<file path="config.mk">
export PLATFORM = sky130hd
export DESIGN_NAME = seq_divider
export DESIGN_NICKNAME = d
export VERILOG_FILES = /design/src/rtl/seq_divider.sv
export SDC_FILE = /design/constraint.sdc
export NUM_CORES = 1
export LEC_CHECK = 0
export BUFFER_PORTS_ARGS = -buffer_cell sky130_fd_sc_hd__buf_2
export CORE_MARGIN = 10
export CORE_UTILIZATION = 50
export DETAILED_ROUTE_END_ITERATION = 10
export GPL_TIMING_DRIVEN = 0
export PLACE_DENSITY = 0.8
export REMOVE_ABC_BUFFERS = 1
export SLEW_MARGIN = 20
export SYNTH_ARGS = -nofsm -noshare
export SYNTH_HDL_FRONTEND = slang
export SYNTH_SLANG_ARGS = --single-unit
</file>
<file path="constraint.sdc">
create_clock -name clk -period 4.71 [get_ports clk]
set_input_delay 0.2355 -clock clk [delete_from_list [all_inputs] [get_ports clk]]
set_output_delay 0.2355 -clock clk [all_outputs]
set_load 0.03 [all_outputs]
</file>
<file path="src/rtl/seq_divider.sv">
// Sequential restoring shift-subtract divider: a 2*d_width-bit dividend divided by a
// d_width-bit divisor, one shift/subtract pair per quotient bit, start/ready/done handshake.
module seq_divider #(
    parameter int d_width = 8
) (
    input  logic                   clk,
    input  logic                   reset,
    input  logic                   start,
    input  logic [2*d_width-1:0]   dividend,
    input  logic [d_width-1:0]     divisor,
    output logic [d_width-1:0]     quotient,
    output logic [d_width-1:0]     remainder,
    output logic                   ready,
    output logic                   done,
    output logic                   div_by_zero,
    output logic                   overflow
);

    localparam int P_W = $clog2(d_width + 1);

    typedef enum logic [2:0] {
        S_IDLE,
        S_CHECK,
        S_SHIFT,
        S_SUB,
        S_DONE
    } state_e;

    state_e             state_q, state_d;
    logic [d_width-1:0] r_q, r_d;
    logic [d_width-1:0] q_q, q_d;
    logic [d_width-1:0] b_q, b_d;
    logic               c_q, c_d;
    logic [P_W-1:0]     p_q, p_d;
    logic               dbz_q, dbz_d;
    logic               ovf_q, ovf_d;
    logic [d_width:0]   diff;

    // {C,R} < 2*B after every shift, so the sign bit of this difference is the borrow.
    assign diff = {c_q, r_q} - {1'b0, b_q};

    always_comb begin
        // NOTE: every next-state signal gets its hold value first so no path infers a latch.
        state_d = state_q;
        r_d     = r_q;
        q_d     = q_q;
        b_d     = b_q;
        c_d     = c_q;
        p_d     = p_q;
        dbz_d   = dbz_q;
        ovf_d   = ovf_q;

        unique case (state_q)
            S_IDLE: begin
                if (start) begin
                    r_d     = dividend[2*d_width-1:d_width];
                    q_d     = dividend[d_width-1:0];
                    b_d     = divisor;
                    c_d     = 1'b0;
                    p_d     = P_W'(d_width);
                    dbz_d   = 1'b0;
                    ovf_d   = 1'b0;
                    state_d = S_CHECK;
                end
            end
            S_CHECK: begin
                // Error results are zeroed here so the outputs stay purely registered.
                if (b_q == '0) begin
                    dbz_d   = 1'b1;
                    r_d     = '0;
                    q_d     = '0;
                    state_d = S_DONE;
                end else if (r_q >= b_q) begin
                    ovf_d   = 1'b1;
                    r_d     = '0;
                    q_d     = '0;
                    state_d = S_DONE;
                end else begin
                    state_d = S_SHIFT;
                end
            end
            S_SHIFT: begin
                {c_d, r_d, q_d} = {r_q, q_q, 1'b0};
                p_d             = p_q - P_W'(1);
                state_d         = S_SUB;
            end
            S_SUB: begin
                if (!diff[d_width]) begin
                    r_d    = diff[d_width-1:0];
                    q_d[0] = 1'b1;
                end
                c_d     = 1'b0;
                state_d = (p_q == '0) ? S_DONE : S_SHIFT;
            end
            S_DONE: begin
                state_d = S_IDLE;
            end
            default: begin
                state_d = S_IDLE;
            end
        endcase
    end

    // NOTE: sequential state uses non-blocking assignments only, and every register,
    // including the datapath, is cleared by the asynchronous reset.
    always_ff @(posedge clk or negedge reset) begin
        if (!reset) begin
            state_q <= S_IDLE;
            r_q     <= '0;
            q_q     <= '0;
            b_q     <= '0;
            c_q     <= 1'b0;
            p_q     <= '0;
            dbz_q   <= 1'b0;
            ovf_q   <= 1'b0;
        end else begin
            state_q <= state_d;
            r_q     <= r_d;
            q_q     <= q_d;
            b_q     <= b_d;
            c_q     <= c_d;
            p_q     <= p_d;
            dbz_q   <= dbz_d;
            ovf_q   <= ovf_d;
        end
    end

    assign quotient    = q_q;
    assign remainder   = r_q;
    assign ready       = (state_q == S_IDLE);
    assign done        = (state_q == S_DONE);
    assign div_by_zero = dbz_q;
    assign overflow    = ovf_q;

endmodule

</file>
==> report_table.html <==
<table>
<tr><th>Metric</th><th>Value</th></tr>
<tr><th colspan="2">Min path</th></tr>
<tr><td>Path type of the worst min-delay path</td><td>input pin to asynchronous set/reset pin</td></tr>
<tr><th colspan="2">Die</th></tr>
<tr><td>Die outline height</td><td>85.28 um</td></tr>
<tr><td>Ports</td><td>47</td></tr>
<tr><td>Area of the core region</td><td>0.004058 mm2</td></tr>
<tr><td>Die Outline Area</td><td>0.007273 mm2</td></tr>
<tr><td>Row cnt</td><td>23</td></tr>
<tr><td>Width of the die</td><td>roughly 85 um</td></tr>
<tr><td>Initial core utilization</td><td>0.5251</td></tr>
<tr><th colspan="2">Yosys</th></tr>
<tr><td>Most used standard cell by instance count after synthesis</td><td>sky130_fd_sc_hd__dfrtp_1</td></tr>
<tr><td>Number of unique standard cell types used by synthesis</td><td>44</td></tr>
<tr><td>Mean post-synth cell area</td><td>9.184 um2</td></tr>
<tr><td>EDFF count, synth</td><td>0</td></tr>
<tr><td>Predominant post-synthesis flop cell</td><td>sky130_fd_sc_hd__dfrtp_1</td></tr>
<tr><td>Cell type contributing the most total cell area after synthesis</td><td>sky130_fd_sc_hd__dfrtp_1</td></tr>
<tr><td>Most frequent cells after synthesis</td><td>34 x sky130_fd_sc_hd__dfrtp_1, 23 x sky130_fd_sc_hd__nand2_1, 18 x sky130_fd_sc_hd__nor2_1</td></tr>
<tr><td>Most area-consuming cells after synthesis</td><td>sky130_fd_sc_hd__dfrtp_1 40%, sky130_fd_sc_hd__mux2_2 7.9%, sky130_fd_sc_hd__ha_1 5.9%</td></tr>
<tr><td>Portion of synthesized cell area occupied by the leading cell type</td><td>0.3993</td></tr>
<tr><td>Summed instance area of the synthesized netlist</td><td>0.002131 mm2</td></tr>
<tr><td>Register bit total from synthesis</td><td>34</td></tr>
<tr><td>Sequential cell area fraction in the yosys report</td><td>0.3993</td></tr>
<tr><td>Post-synthesis async set-or-reset flop share</td><td>1.000</td></tr>
<tr><td>Number of instances in the synthesized netlist</td><td>232</td></tr>
<tr><td>Yosys synthesis warning count</td><td>0</td></tr>
<tr><th colspan="2">Final layout</th></tr>
<tr><td>Net count of the finished layout</td><td>313</td></tr>
<tr><td>Multi-input combinational cell area</td><td>0.001180 mm2</td></tr>
<tr><td>Antenna cell count</td><td>0</td></tr>
<tr><td>Layout Cell Area excl Fill</td><td>0.002496 mm2</td></tr>
<tr><td>FF+latch area</td><td>around 850 um2</td></tr>
<tr><td>Final core occ</td><td>0.6152</td></tr>
<tr><td>Layout overhead on the synthesized area</td><td>17.15%</td></tr>
<tr><td>Layout cells sized above 1</td><td>0.2764</td></tr>
<tr><td>Layout filler cell count</td><td>363</td></tr>
<tr><td>Non-filler instance count after layout</td><td>approximately 330</td></tr>
<tr><th colspan="2">Clocking</th></tr>
<tr><td>Maximum number of buffers from clock root to sink</td><td>2</td></tr>
<tr><td>H-tree depth reported by CTS</td><td>2</td></tr>
<tr><td>Number of buffers inserted during clock tree synthesis</td><td>5</td></tr>
<tr><td>Clock Root Buffer</td><td>sky130_fd_sc_hd__clkbuf_8</td></tr>
<tr><td>Number of buffers added to fix hold violations after cts</td><td>0</td></tr>
<tr><td>CTS tree</td><td>yes</td></tr>
<tr><td>Clock sink total</td><td>34</td></tr>
<tr><td>Source-to-sink clock delay at the later pin of the worst-skew pair</td><td>~280 ps</td></tr>
<tr><td>Register clock-pin slew on the reported worst setup and hold paths</td><td>70 ps</td></tr>
<tr><td>Count of cells resized by post-cts repair</td><td>0</td></tr>
<tr><td>Post-CTS setup-driven buffer insertion count</td><td>0</td></tr>
<tr><th colspan="2">GRT</th></tr>
<tr><td>Wire length of the first global-routing pass</td><td>9135 um</td></tr>
<tr><td>Antenna violations before repair</td><td>0</td></tr>
<tr><td>Vias in the first global route</td><td>roughly 2,000</td></tr>
<tr><td>Combined global-route utilization of all metal layers</td><td>0.1506</td></tr>
<tr><td>Pin count of the biggest net entering global routing</td><td>35</td></tr>
<tr><td>Grt ovf</td><td>0</td></tr>
<tr><th colspan="2">Setup path</th></tr>
<tr><td>Data required time of the critical path</td><td>4880 ps</td></tr>
<tr><td>Worst endpoint data arrival time</td><td>3060 ps</td></tr>
<tr><td>Critical path type</td><td>flip-flop to flip-flop</td></tr>
<tr><td>Crit end category</td><td>flip-flop</td></tr>
<tr><td>Worst Path Max Fanout</td><td>9</td></tr>
<tr><td>Startpoint type of the worst setup path</td><td>flip-flop</td></tr>
<tr><th colspan="2">Timing</th></tr>
<tr><td>Share of the cycle needed by the critical path after routing</td><td>0.6135</td></tr>
<tr><td>Unrepaired setup endpoints after global routing</td><td>false</td></tr>
<tr><td>Setup-failing EPs final</td><td>0</td></tr>
<tr><td>Slew at the pin closest to its max-slew limit</td><td>774.5 ps</td></tr>
<tr><td>Final Hold Fails</td><td>0</td></tr>
<tr><td>Total Negative Setup Slacks</td><td>0 ps</td></tr>
<tr><td>Post-route clock skew</td><td>0.9802 ps</td></tr>
<tr><td>Worst slew slack as a fraction of its limit</td><td>0.4817</td></tr>
<tr><td>Final max-slew violation count</td><td>0</td></tr>
<tr><td>Maximum clock frequency</td><td>346.0 MHz</td></tr>
<tr><td>Tmin final</td><td>2890 ps</td></tr>
<tr><th colspan="2">Pwr</th></tr>
<tr><td>Leakage dissipation</td><td>approximately 1.2 nW</td></tr>
<tr><td>Power Density</td><td>947.4 mW/mm2</td></tr>
<tr><td>Worst supply voltage drop on vdd</td><td>485.1 uV</td></tr>
<tr><th colspan="2">Run status</th></tr>
<tr><td>Result of the run</td><td>finished, final reports clean</td></tr>
<tr><th colspan="2">Detailed routing</th></tr>
<tr><td>Vias post-DR</td><td>between 1,500 and 2,000</td></tr>
<tr><td>Post-DR vias/cell</td><td>between 5 and 6</td></tr>
<tr><td>Iteration count of the initial detailed-routing pass</td><td>4</td></tr>
<tr><td>Number of DRC markers after the initial detailed-route iteration</td><td>131</td></tr>
<tr><td>Drt drc</td><td>0</td></tr>
<tr><td>Final wirelength</td><td>5242 um</td></tr>
<tr><td>DRT antenna net count</td><td>0</td></tr>
<tr><td>Routed length per instance</td><td>16.13 um</td></tr>
<tr><th colspan="2">Place</th></tr>
<tr><td>Placed standard-cell area</td><td>0.002384 mm2</td></tr>
<tr><td>Port buffer count</td><td>46</td></tr>
<tr><td>Placed Cells incl. Taps</td><td>318</td></tr>
<tr><td>Last weighted congestion value of the routability-driven placer</td><td>0.9257</td></tr>
<tr><td>Detailed Place HPWL</td><td>3908 um</td></tr>
<tr><th colspan="2">Run</th></tr>
<tr><td>Maximum Capacitance Violations</td><td>0</td></tr>
</table>
## per-layer routing
metal,wire length (um),GRT usage,vias up,share of wire
met5,0,0,-,0
met4,35,0.03593,0,0.0067
met3,365,0.06023,4,0.070
met2,2521,0.2514,49,0.48
met1,2320,0.1756,862,0.44
li1,-,-,913,-
## registers in the layout, summed over array words and instances (netlist names)
signal / flops
b_q: 8
c_q: 1
div_by_zero: 1
overflow: 1
p_q: 4
quotient: 8
remainder: 8
state_q: 3
## power by group
group	switching [W]	internal, W	leakage, nW
Sequential	0.000149	0.000444	0.414
Combinational	0.000847	0.000652	0.745
Clock	0.000103	0.000169	0.0573
Total	0.00110	0.00127	1.22
## cells by family after synthesis
group	after synthesis	share of synthesized area
simple gates	74	0.1679
buf+inv	26	0.04698
compound gates	63	0.1979
mux	21	0.1075
xor+xnor	3	0.01233
fa+ha+maj	11	0.06812
flops	34	0.3993
## area by class of cell
type | count | area share
clock inverters | 1 | 0.01203
repair buffers | 46 | 0.09223
well taps | 50 | 0.02506
flip-flops and latches | 34 | 0.3409
multi-input cells | 172 | 0.4727
inverters | 16 | 0.02406
clock buffers | 6 | 0.03308
## cell usage in the layout, fill, tap and decap left out, drive strengths merged, types with 2 or more instances in the layout
cell type,synthesis,final
clkbuf,7,6
dfrtp,34,34
a21o,3,3
nor3,8,8
xnor2,2,2
ha,10,10
or2,3,3
o221ai,2,2
nand3,2,2
a21oi,17,17
nor2,19,19
mux2i,6,6
buf,3,46
nand4,3,3
a22o,7,7
o22ai,4,4
nand2b,4,4
o21ai,17,17
mux2,15,15
or3,2,2
nand2,23,23
nor3b,3,3
a211oi,3,3
inv,16,16
nor2b,5,5
## path summary, 6_finish.rpt
check | depth (start not counted) | slack [ps] | endpoint | start
max | 9 | 1820 | remainder[0] | remainder[0]
min | 1 | 20 | remainder[5] | reset
max reg2reg | 9 | 1820 | remainder[0] | remainder[0]
min reg2reg | 1 | 500 | p_q[0] | p_q[0]
max in group asynchronous | 1 | 4190 | b_q[7] | reset
min in group clk | 3 | 150 | b_q[1] | divisor[1]
## through the flow
stage	worst slack, ps	power [W]	hold slack [ps]
4_1_cts	1814	0.002371	51.25
5_1_grt	1656	0.002581	85.75
3_3_place_gp	1869	0.002051	359.8
2_1_floorplan	1924	0.001736	-60.09
6_report	1820	0.002365	24.27
3_5_place_dp	1823	0.002087	363.0
## critical path, stage by stage (launching register included)
cell and delay [ps]:
sky130_fd_sc_hd__dfrtp_1 390, sky130_fd_sc_hd__inv_1 60, sky130_fd_sc_hd__ha_1 220, sky130_fd_sc_hd__fa_1 380
sky130_fd_sc_hd__nand2b_1 190, sky130_fd_sc_hd__a21o_1 180, sky130_fd_sc_hd__a21oi_1 210, sky130_fd_sc_hd__nor3_2 130
sky130_fd_sc_hd__a211oi_4 600, sky130_fd_sc_hd__mux2_2 410
Note: power is estimated with default switching activity, not from simulation.
